## config.mk

```make
export PLATFORM = sky130hd
export DESIGN_NAME = change_dispenser
export DESIGN_NICKNAME = d
export VERILOG_FILES = /design/src/rtl/change_dispenser.sv
export SDC_FILE = /design/constraint.sdc
export NUM_CORES = 1
export LEC_CHECK = 0
export BUFFER_PORTS_ARGS = -buffer_cell sky130_fd_sc_hd__buf_2
export CAP_MARGIN = 20
export CELL_PAD_IN_SITES_DETAIL_PLACEMENT = 1
export CELL_PAD_IN_SITES_GLOBAL_PLACEMENT = 1
export CORE_MARGIN = 2
export CORE_UTILIZATION = 48
export CTS_BUF_LIST = sky130_fd_sc_hd__clkbuf_8
export DETAILED_ROUTE_END_ITERATION = 10
export GPL_ROUTABILITY_DRIVEN = 1
export PLACE_DENSITY = 0.93
export SLEW_MARGIN = 5
export SYNTH_ARGS = -nofsm -noshare
export SYNTH_HDL_FRONTEND = slang
export SYNTH_SLANG_ARGS = --single-unit
```

## constraint.sdc

```tcl
create_clock -name clk -period 2.5 [get_ports clk]
set_input_delay 0.25 -clock clk [delete_from_list [all_inputs] [get_ports clk]]
set_output_delay 0.25 -clock clk [all_outputs]
set_load 0.02 [all_outputs]
```

## src/rtl/change_dispenser.sv

```systemverilog
// change_dispenser: pays a refund amount out as single-coin ejects from
// three hoppers (4, 2, 1), greedy largest-first. It tracks hopper inventory,
// detects jams by ack timeout and reports any unpaid remainder.
module change_dispenser #(
  parameter int AMT_W   = 4,
  parameter int INV_W   = 4,
  parameter int INV_MAX = 15,
  parameter int TIMEOUT = 8
) (
  input  logic             clk,
  input  logic             reset,
  input  logic             req_valid,
  input  logic [AMT_W-1:0] req_amount,
  output logic             req_ready,
  output logic [2:0]       eject,
  input  logic             eject_ack,
  input  logic             restock,
  output logic             busy,
  output logic             done,
  output logic [AMT_W-1:0] shortfall,
  output logic [2:0]       inv_empty
);

  localparam int TW = $clog2(TIMEOUT + 1);

  typedef enum logic [2:0] {
    S_IDLE, S_SELECT, S_EJECT, S_WAIT_ACK, S_DONE
  } state_t;

  state_t                state_q;
  logic [AMT_W-1:0]      rem_q;
  logic [AMT_W-1:0]      short_q;
  // Selected coin, one-hot in eject bit order. Since bit2=4, bit1=2, bit0=1,
  // the one-hot vector read as a number is also the coin's value.
  logic [2:0]            sel_q;
  logic [2:0]            jam_q;
  logic [2:0][INV_W-1:0] inv_q;
  logic [TW-1:0]         tmo_q;
  logic                  ready_q, busy_q, done_q;
  logic [2:0]            eject_q;
  logic [2:0]            pick;

  // A hopper is unusable when it has run dry or has been flagged as jammed
  always_comb begin
    for (int i = 0; i < 3; i++) begin
      inv_empty[i] = (inv_q[i] == '0) | jam_q[i];
    end
  end

  // Greedy choice: largest usable coin that does not exceed the remainder
  always_comb begin
    pick = 3'b000;
    if (rem_q >= AMT_W'(4) && !inv_empty[2])      pick = 3'b100;
    else if (rem_q >= AMT_W'(2) && !inv_empty[1]) pick = 3'b010;
    else if (rem_q != '0 && !inv_empty[0])        pick = 3'b001;
  end

  // Control FSM with registered Moore outputs, inventory and jam tracking
  always_ff @(posedge clk or posedge reset) begin
    if (reset) begin
      state_q <= S_IDLE;
      rem_q   <= '0;
      short_q <= '0;
      sel_q   <= 3'b000;
      jam_q   <= 3'b000;
      for (int i = 0; i < 3; i++) inv_q[i] <= INV_W'(INV_MAX);
      tmo_q   <= '0;
      ready_q <= 1'b1;
      busy_q  <= 1'b0;
      done_q  <= 1'b0;
      eject_q <= 3'b000;
    end else begin
      // Pulse outputs default low; they are raised only on entry to their state.
      done_q  <= 1'b0;
      eject_q <= 3'b000;
      case (state_q)
        S_IDLE: begin
          // Restock lands on the same edge as a request, so the first
          // SELECT already sees full hoppers.
          if (restock) begin
            jam_q <= 3'b000;
            for (int i = 0; i < 3; i++) inv_q[i] <= INV_W'(INV_MAX);
          end
          if (req_valid) begin
            rem_q   <= req_amount;
            ready_q <= 1'b0;
            busy_q  <= 1'b1;
            if (req_amount == '0) begin
              short_q <= '0;
              done_q  <= 1'b1;
              state_q <= S_DONE;
            end else begin
              state_q <= S_SELECT;
            end
          end
        end
        S_SELECT: begin
          if (pick != 3'b000) begin
            sel_q   <= pick;
            eject_q <= pick;
            state_q <= S_EJECT;
          end else begin
            short_q <= rem_q;
            done_q  <= 1'b1;
            state_q <= S_DONE;
          end
        end
        S_EJECT: begin
          // An ack seen in this cycle belongs to nothing; it is ignored.
          tmo_q   <= '0;
          state_q <= S_WAIT_ACK;
        end
        S_WAIT_ACK: begin
          if (eject_ack) begin
            rem_q <= rem_q - AMT_W'(sel_q);
            for (int i = 0; i < 3; i++) begin
              if (sel_q[i] && inv_q[i] != '0) inv_q[i] <= inv_q[i] - INV_W'(1);
            end
            if (rem_q == AMT_W'(sel_q)) begin
              short_q <= '0;
              done_q  <= 1'b1;
              state_q <= S_DONE;
            end else begin
              state_q <= S_SELECT;
            end
          end else if (tmo_q == TW'(TIMEOUT - 1)) begin
            // TIMEOUT-th silent cycle: mark the hopper jammed, retry smaller coins.
            jam_q   <= jam_q | sel_q;
            state_q <= S_SELECT;
          end else begin
            tmo_q <= tmo_q + TW'(1);
          end
        end
        S_DONE: begin
          ready_q <= 1'b1;
          busy_q  <= 1'b0;
          state_q <= S_IDLE;
        end
        default: begin
          ready_q <= 1'b1;
          busy_q  <= 1'b0;
          state_q <= S_IDLE;
        end
      endcase
    end
  end

  assign req_ready = ready_q;
  assign busy      = busy_q;
  assign done      = done_q;
  assign eject     = eject_q;
  assign shortfall = short_q;

endmodule

```

## After elaboration in Yosys (flattened, before gate mapping)

Cells that the tools add are included.

| storage, ports and cells | value |
|---|---|
| word-level logic and storage cells | 120 |
| input port bits | 9 |
| RAM bits | 0 |
| memories kept | 0 |
| output and inout bits | 13 |
| register bits after elaboration | 39 |
| ROM bits | 0 |
| latch bits | 0 |

| cells by class | value |
|---|---|
| add/subtract/negate cells | 5 |
| multipliers | 0 |
| bitwise logic cells | 5 |
| muxes and demuxes | 44 |
| reduce and logical (&&, ||, !) cells | 33 |
| shifts and indexed selects | 0 |
| div/mod/pow operators | 0 |
| $lt $le $gt $ge | 2 |
| equality and inequality tests | 18 |

Operators with widths:

| operator | number |
|---|---|
| 4-bit 2-to-1 mux | 12 |
| 3-bit 2-to-1 mux | 12 |
| 12-bit 2-to-1 mux | 2 |
| 2-bit inequality test (second input constant) | 12 |
| 12-bit one-hot mux with 2 select lines | 1 |
| 4-bit zero test | 4 |
| 4-bit one-hot mux with 2 select lines | 2 |
| 4-bit AND reduction | 4 |
| 4-bit nonzero test | 4 |
| 3-bit one-hot mux with 4 select lines | 1 |
| 4-bit one-hot mux with 3 select lines | 1 |
| 4-bit by 1-bit subtractor with 4-bit output (second input constant) | 3 |
| 1-bit 2-to-1 mux | 8 |
| 3-bit by 2-bit == test with 1-bit output (second input constant) | 2 |
| 1-bit logical AND | 6 |
| 3-bit one-hot mux with 2 select lines | 1 |
| 2-bit AND reduction | 3 |
| 3-bit AND reduction | 2 |
| 6-bit AND reduction | 1 |
| 3-bit nonzero test | 2 |
| 4-bit by 1-bit adder with 4-bit output (second input constant) | 1 |
| 4-bit by 3-bit == test with 1-bit output | 1 |
| 4-bit by 3-bit == test with 1-bit output (second input constant) | 1 |
| 4-bit by 2-bit >= comparator with 1-bit output (second input constant) | 1 |
| other kinds (14) | 20 |

## Depth between registers and ports, before layout

Gate-level depths: netlist of the first run.

| depth | value |
|---|---|
| depth in word-level cells | 10 |
| mapped depth | 7 |

## Worst setup path after synthesis of the first run

No wires, ideal clock.

| timing | value |
|---|---|
| kind | register -> register |
| start | register inv_q[8] (netlist name) |
| end | register sel_q[0] |
| path slack | 0.722 ns |
| cell stages (with the launch flop) | 8 |
| data required time | 2.382 ns |
| path buffers | 0 |
| data arrival time | 1.660 ns |
| cells stage by stage | dfstp_2 -> inv_1 -> ha_1 -> nor3b_1 -> nor3_1 -> nor3_1 -> or2_1 -> a21o_1 |

| between the ends | value |
|---|---|
| word-level cells in the longest chain between the ends | 7 |

RTL lines:

| item | line | source |
|---|---|---|
| start: declaration | 37 | `logic [2:0][INV_W-1:0] inv_q;` |
| 4-bit zero test * | 46 | `inv_empty[i] = (inv_q[i] == '0) \| jam_q[i];` |
| 1-bit OR * | 46 |  |
| 1-bit zero test * | 53 | `if (rem_q >= AMT_W'(4) && !inv_empty[2]) pick = 3'b100;` |
| 1-bit logical AND * | 53 |  |
| 3-bit 2-to-1 mux * | 53 |  |
| 3-bit nonzero test | 98 | `if (pick != 3'b000) begin` |
| 2-bit AND reduction (no source line) | - |  |
| end signal: assignment | 99 | `sel_q <= pick;` |
| end: declaration | 35 | `logic [2:0] sel_q;` |

Every way passes the cells marked *; elsewhere a longest branch is shown, timed or not.
A chain may end at the register's enable or synchronous reset.

## Worst setup path in the final report of the first run

| timing | value |
|---|---|
| start | register inv_q[8] (netlist name) |
| end | output port inv_empty[2] |

| between the ends | value |
|---|---|
| word-level cells in the longest chain between the ends | 2 |

RTL lines:

| item | line | source |
|---|---|---|
| 4-bit zero test | 46 |  |
| 1-bit OR | 46 |  |
| end: declaration | 21 | `output logic [2:0] inv_empty` |

Every way passes these cells.

==> results of run 1 <==
## state kept, by name, summed over array words and instances (netlist names), 3 cells and up
register and flops:
shortfall 4, tmo_q 4, rem_q 4, sel_q 3, inv_q 12, jam_q 3, eject 3, state_q 3
## kinds of logic (layout without fill, tap and decap cells)
logic type / after synthesis / after routing
AOI/OAI and AO/OA: 37 / 37
xor gates and xnor gates: 8 / 8
adders and majority gates: 8 / 8
buffers and inverters: 22 / 51
DFF: 39 / 39
muxes: 5 / 5
and+or+nand+nor: 86 / 86
## placed cells by master, fill, tap and decap left out, types with 2 or more instances in the layout
cell type	n
a31oi_1	2
nor2_1	16
o211ai_1	3
buf_4	2
nand4_1	2
buf_2	21
nor3_1	9
nor4_4	2
nor3b_1	3
o21ai_0	10
or3b_2	2
a211oi_1	2
xnor2_1	7
a21oi_1	8
dfstp_2	13
nand2b_1	5
a21o_1	3
clkbuf_8	5
o2111ai_4	2
nand2_1	27
dfrtp_1	26
ha_1	7
inv_1	21
mux2i_1	4
nand3_1	4
## worst paths after layout
| path | cells after the start | end | startpoint |
|---|---|---|---|
| worst max-delay path | 5 | inv_empty[2] | inv_q[8] |
| worst min-delay path | 3 | eject[0] | reset |
| worst max register to register | 7 | shortfall[3] | inv_q[8] |
| worst min register to register | 2 | req_ready | req_ready |
| max in group asynchronous | 3 | inv_q[9] | reset |
| min in group clk | 3 | rem_q[0] | req_amount[0] |
## per-stage QoR
step | setup WS, ps | cells
after floorplan | 721.7 | 205
after global placement | 640.8 | 278
after detailed placement | 570.1 | 278
after CTS | 493.4 | 286
after global routing | 391.7 | 286
final | 490.5 | 286
## where the power goes
group	internal [mW]	switching (mW)
registers	0.904	0.251
clock network	0.191	0.231
logic	0.458	0.741
## cell type report
class | count | area share
clock buffers | 5 | 0.02910
repair buffers | 23 | 0.05079
inverters | 20 | 0.03175
clock inverters | 3 | 0.006878
flip-flops and latches | 39 | 0.4196
multi-input cells | 144 | 0.4344
well taps | 52 | 0.02751
## metal layers
| layer | wire, um | global-route usage | share of wire |
|---|---|---|---|
| met4 | 93 | 0.06838 | 0.019 |
| met5 | 0 | 0 | 0 |
| met3 | 164 | 0.04329 | 0.034 |
| met1 | 2149 | 0.2841 | 0.45 |
| met2 | 2404 | 0.3658 | 0.50 |
## critical path: cells and delay by family, from the launching register on
| kind | cells | cell delay, ps |
|---|---|---|
| and+or+nand+nor | 2 | 470 |
| buffers and inverters | 2 | 220 |
| DFF | 1 | 560 |
| adders and majority gates | 1 | 220 |
==> results by group, run 1 <==
Setup path
  • Slowest library cell on the worst path: dfstp_2
  • Critical Path Start Type: flip-flop
  • Worst-path fanout max: 4
  • Critical path, cell by cell: inv_1 -> ha_1 -> nor3b_1 -> or2_2 -> buf_2
  • Setup Crit Path Kind: flip-flop to output pin
  • Crit path arrival time: 1760 ps
  • Worst stage delay on the critical path: 560 ps
  • Required time worst endpoint: 2250 ps
  • Worst R2R Setup Slack: 520 ps
  • Critical Path End Type: output pin

STA
  • Max_slew headroom: 0.5888
  • Final hold viol count: 0
  • Slew Limit Fails: 0
  • RSZ-0062 raised after global routing: no
  • Clock Skews: 7.167 ps
  • Worst Tran Pin Value: 611.2 ps
  • Final Cycle Share: 0.8038
  • Post-route setup TNS: 0 ps
  • Fin crit period: between 2000 and 2500 ps
  • Final setup violation count: 0
  • Fmax: about 500 MHz
  • Fin Hold WS: 57.97 ps

Yosys
  • Synth top cells by count: 27 x nand2_1, 26 x dfrtp_1, 20 x inv_1
  • Synth warn: 0
  • Most frequent cell after synthesis: nand2_1
  • Post-Synth Simple-Gate Area: 0.2346
  • Synth Instances: 205
  • Ys flop type: dfrtp_1
  • Cell Area, Synth: 2117 um^2
  • Post-synth EDFFs: 0
  • FF+latch count, synth: 39
  • Average size of a mapped cell: between 10 and 15 um^2
  • Largest family of logic cells by synthesized area: simple AND/OR/NAND/NOR gates
  • Top cell type's share of synthesized area: 0.3073
  • Syn Nets: 222
  • Post-synthesis xor/xnor area fraction: 0.03310
  • Cell variety after synth: 49
  • Compound-Gate Fraction of Synth Area: 0.1424
  • Synth Area in Adders: 0.05083
  • Seq/Total Area, Yosys: 0.4687
  • Mux contribution to synthesized area: 0.02423
  • Main area contributors after synthesis: dfrtp_1 31%, dfstp_2 16%, nand2_1 4.8%
  • Largest area contributor in the netlist: dfrtp_1
  • Post-synth ARST share: 1.000

Place
  • HPWL Detailed: approximately 3700 um
  • Area of placed instances: 2280 um^2
  • IO Port Bufs: 21
  • Placer's final routability congestion estimate: between 0.7 and 0.8

Clock tree
  • CTS Sinks: 39
  • H-tree levels: 2
  • Hold_buf cts: 0
  • Reg clk slew, reported paths: 80 ps
  • Clock Path Buffers: 2
  • Setup bufs post-CTS: 0
  • Cts repair resizes: 0
  • Cts bufs inserted: 5
  • Clock root buffer: clkbuf_8
  • CTS tree: done
  • Clock Latency Late Sink: 300 ps

Global route
  • Pin count of the biggest net entering global routing: 40
  • GRT overflow: 0
  • First-pass GRT wire length: 8514 um
  • GRT Overall Usage: 0.2186
  • Vias in the first global route: 1790
  • Initial antenna violation count: 0

Cells and area
  • Multi-input logic area: 1027 um^2
  • Layout area overhead: 11.70%
  • Core Util, Final: 0.5507
  • Fill count: 494
  • Ant diodes: 0
  • Register area: ~990 um^2
  • Layout cells sized above 1: 0.2650
  • Final #Nets: 250
  • Finished Cell Area: between 2000 and 2500 um^2

Detailed routing
  • Drt total wl: 4812 um
  • DR vias: 1627
  • Drt wl/cell: 16.83 um
  • Vias/cell: 5.689
  • DRC Markers: 0
  • First-pass DRT Iterations: 4
  • Iteration-0 DRC Markers: 109
  • Antenna Violating Nets Remaining: 0

Hold path
  • HP Class: input port to asynchronous set/reset pin

Floorplanning
  • Die Y: between 70 and 80 um
  • Core ar.: 4294 um^2
  • Die ar.: 4958 um^2
  • Ports: 22
  • FP Rows: 24
  • Initial Util: 0.4930
  • Die W: 70.41 um

Outcome
  • Status: finished clean

Power
  • Total power: 2.776 mW
  • Leakage: 1.169 nW
  • Pwr Density: 1174 nW/um^2
  • Peak VDD IR: 0.4260 mV

Job
  • Max-cap viol count: 0
(Power assumes the default switching activity.)
==> run 2, diff against run 1 <==
clock period = 2 ns   (was 2.5 ns; I/O delays follow)
==> run 2 against run 1 <==
Against the previous run: critical path depth is 2 higher; combinational power is 38% higher; core utilization up 1.6 points; worst setup slack lost 400 ps; hold slack worse by 42 ps; die area did not move; sequential cell count did not move; clock power grew 20%; non-clock buffer count rose by 6; clock skew grew 5.5 ps; critical path type is now flip-flop to flip-flop; largest power group unchanged; highest routed layer unchanged.
==> results by group, run 2 (same netlist as run 1, synthesis figures left out) <==
Power
  • Switching share of power: 0.4446 (+0.004247)
  • Total power: 3.594 mW (+29%)
  • P_sw: 1.598 mW (+31%)
  • Internal Power: 1.996 mW (+28%)
  • Leakage: 1.205 nW (+3.1%)
  • Pwr Density: 1477 nW/um^2 (+26%)
  • Logic pwr share: 0.459 (+0.027)
  • Clock group share of total power: 0.141 (-0.011)
  • Peak VDD IR: 0.5816 mV (+37%)
  • Share of total power in sequential cells: 0.400 (-0.016)

STA
  • Final Cycle Share: 0.9543
  • Final setup violation count: 0 (unchanged)
  • Slew Limit Fails: 0 (unchanged)
  • Final hold viol count: 0 (unchanged)
  • Post-route setup TNS: 0 ps (unchanged)
  • Final Worst Setup Slack: 91.41 ps (-399.1 ps)
  • Fmax: 523.9 MHz
  • Worst Tran Pin Value: 531.4 ps (-79.74 ps)
  • Max_slew headroom: 0.6430 (+0.05419)
  • Clock Skews: 12.66 ps (+5.493 ps)
  • RSZ-0062 raised after global routing: no
  • Fin crit period: 1909 ps

Setup path
  • Critical Path Start Type: flip-flop
  • Critical Path End Type: flip-flop
  • Crit path arrival time: 2090 ps (+330 ps)
  • Setup Crit Path Kind: flip-flop to flip-flop
  • Required time worst endpoint: 2180 ps (-70 ps)
  • Worst R2R Setup Slack: 90 ps (-430 ps)
  • Reg2reg end: sel_q[1]
  • FF-to-FF path depth: 7 (unchanged)
  • Reg-to-Reg Start: inv_q[8]
  • Worst-path fanout max: 4 (unchanged)

Floorplanning
  • Die W: 70.41 um (unchanged)
  • FP Rows: 24 (unchanged)
  • Ports: 22 (unchanged)
  • Die ar.: 4958 um^2 (unchanged)
  • Die Y: 70.41 um (unchanged)
  • Initial Util: 0.4930 (unchanged)
  • Core ar.: 4294 um^2 (unchanged)

Cells and area
  • Multi-input logic area: 1052 um^2 (+2.4%)
  • Ant diodes: 0 (unchanged)
  • Layout area overhead: 14.89%
  • Most flop-heavy register: inv_q
  • Commonest non-fill, non-tap cells in the layout: 26 x nand2_1, 26 x dfrtp_1, 23 x inv_1
  • Fill count: 499 (+1.0%)
  • Layout cells sized above 1: 0.3000 (+0.03504)
  • Register area: 992.2 um^2 (unchanged)
  • Max reg flops: 12 (unchanged)
  • Final #Nets: 256 (+2.4%)

Clock tree
  • Clock Latency Late Sink: 300 ps (about the same)
  • Hold_buf cts: 0 (unchanged)
  • Cts bufs inserted: 5 (unchanged)
  • Clock Path Buffers: 2 (unchanged)
  • Setup bufs post-CTS: 0 (unchanged)
  • CTS tree: done
  • H-tree levels: 2 (unchanged)
  • Reg clk slew, reported paths: 80 ps (about the same)
  • CTS Sinks: 39 (unchanged)
  • Clock root buffer: clkbuf_8

Global route
  • Vias in the first global route: 1752 (-2.1%)
  • Initial antenna violation count: 0 (unchanged)
  • GRT Overall Usage: 0.2314 (+0.01284)
  • First-pass GRT wire length: 8873 um (+4.2%)
  • Pin count of the biggest net entering global routing: 40 (unchanged)
  • GRT overflow: 0 (unchanged)

Hold path
  • HP Class: input port to asynchronous set/reset pin

Detailed routing
  • DRC Markers: 0 (unchanged)
  • Vias/cell: 5.675 (-0.25%)
  • Drt wl/cell: 18.37 um (+9.2%)
  • Drt total wl: 5363 um (+11%)
  • Antenna Violating Nets Remaining: 0 (unchanged)
  • First-pass DRT Iterations: 4 (unchanged)
  • Iteration-0 DRC Markers: 99 (-9.2%)
  • DR vias: 1657 (+1.8%)

Job
  • Max-cap viol count: 0 (unchanged)

Place
  • HPWL Detailed: 3997 um (+9.2%)
  • IO Port Bufs: 21 (unchanged)
  • Placer's final routability congestion estimate: 0.8088 (+4.5%)
  • Place WS: -9.284 ps (-579.4 ps)

Outcome
  • Status: finished clean
run 2: how the worst max path moves through the flow:
| stage | startpoint | endpoint | slack (ps) | cells after the start |
|---|---|---|---|---|
| floorplan | inv_q[8] | sel_q[0] | 220 | 7 |
| global placement | inv_q[8] | sel_q[0] | 140 | 7 |
| detailed placement | inv_q[8] | shortfall[1] | -9 | 7 |
| CTS | inv_q[0] | shortfall[1] | 20 | 6 |
| global route | inv_q[4] | sel_q[1] | 10 | 6 |
| finish | inv_q[8] | sel_q[1] | 90 | 7 |
run 2: repair_timing:
action                     CTS  global route
pin swaps                    0             2
resized for setup            1             7
setup endpoints to repair    6             7
run 2: stage by stage:
| stage | hold WS, ps | utilization | area, um^2 | cells |
|---|---|---|---|---|
| floorplan | 354.7 | - | 2117 | 205 |
| global placement | 341.4 | 0.5414 | 2325 | 284 |
| detailed placement | 359.7 | 0.5414 | 2325 | 284 |
| CTS | 45.37 | 0.5612 | 2410 | 292 |
| global route | 79.44 | 0.5664 | 2432 | 292 |
| finish | 16.12 | 0.5664 | 2432 | 292 |
run 2: per-layer routing:
layer | global-route usage | routed length (um)
met1 | 0.3047 | 2367
met3 | 0.04906 | 118
met5 | 0 | 0
met2 | 0.3941 | 2827
met4 | 0.04487 | 49
run 2: power by group through the flow:
stage / sequential, mW / combinational [mW] / clock, mW
6_report: 1.44 / 1.65 / 0.507
5_1_grt: 1.48 / 1.82 / 0.545
4_1_cts: 1.43 / 1.64 / 0.511
3_5_place_dp: 1.45 / 1.60 / 0
3_3_place_gp: 1.42 / 1.50 / 0
2_1_floorplan: 1.43 / 1.11 / 0
run 2: area by class of cell:
class	count	area share
timing repair buffer	29	0.06893
clock inverter	3	0.004630
tap	52	0.02675
sequential	39	0.4079
multi-input combinational	144	0.4326
clock buffer	5	0.02829
inverter	20	0.03086
run 2: worst max-delay path: stages, from the launching register on:
cell and delay [ps]:
dfstp_2 550, inv_1 50, ha_2 190, nor3b_2 170, nor3_2 280, nor3_1 90, or2_1 280, a21o_1 190
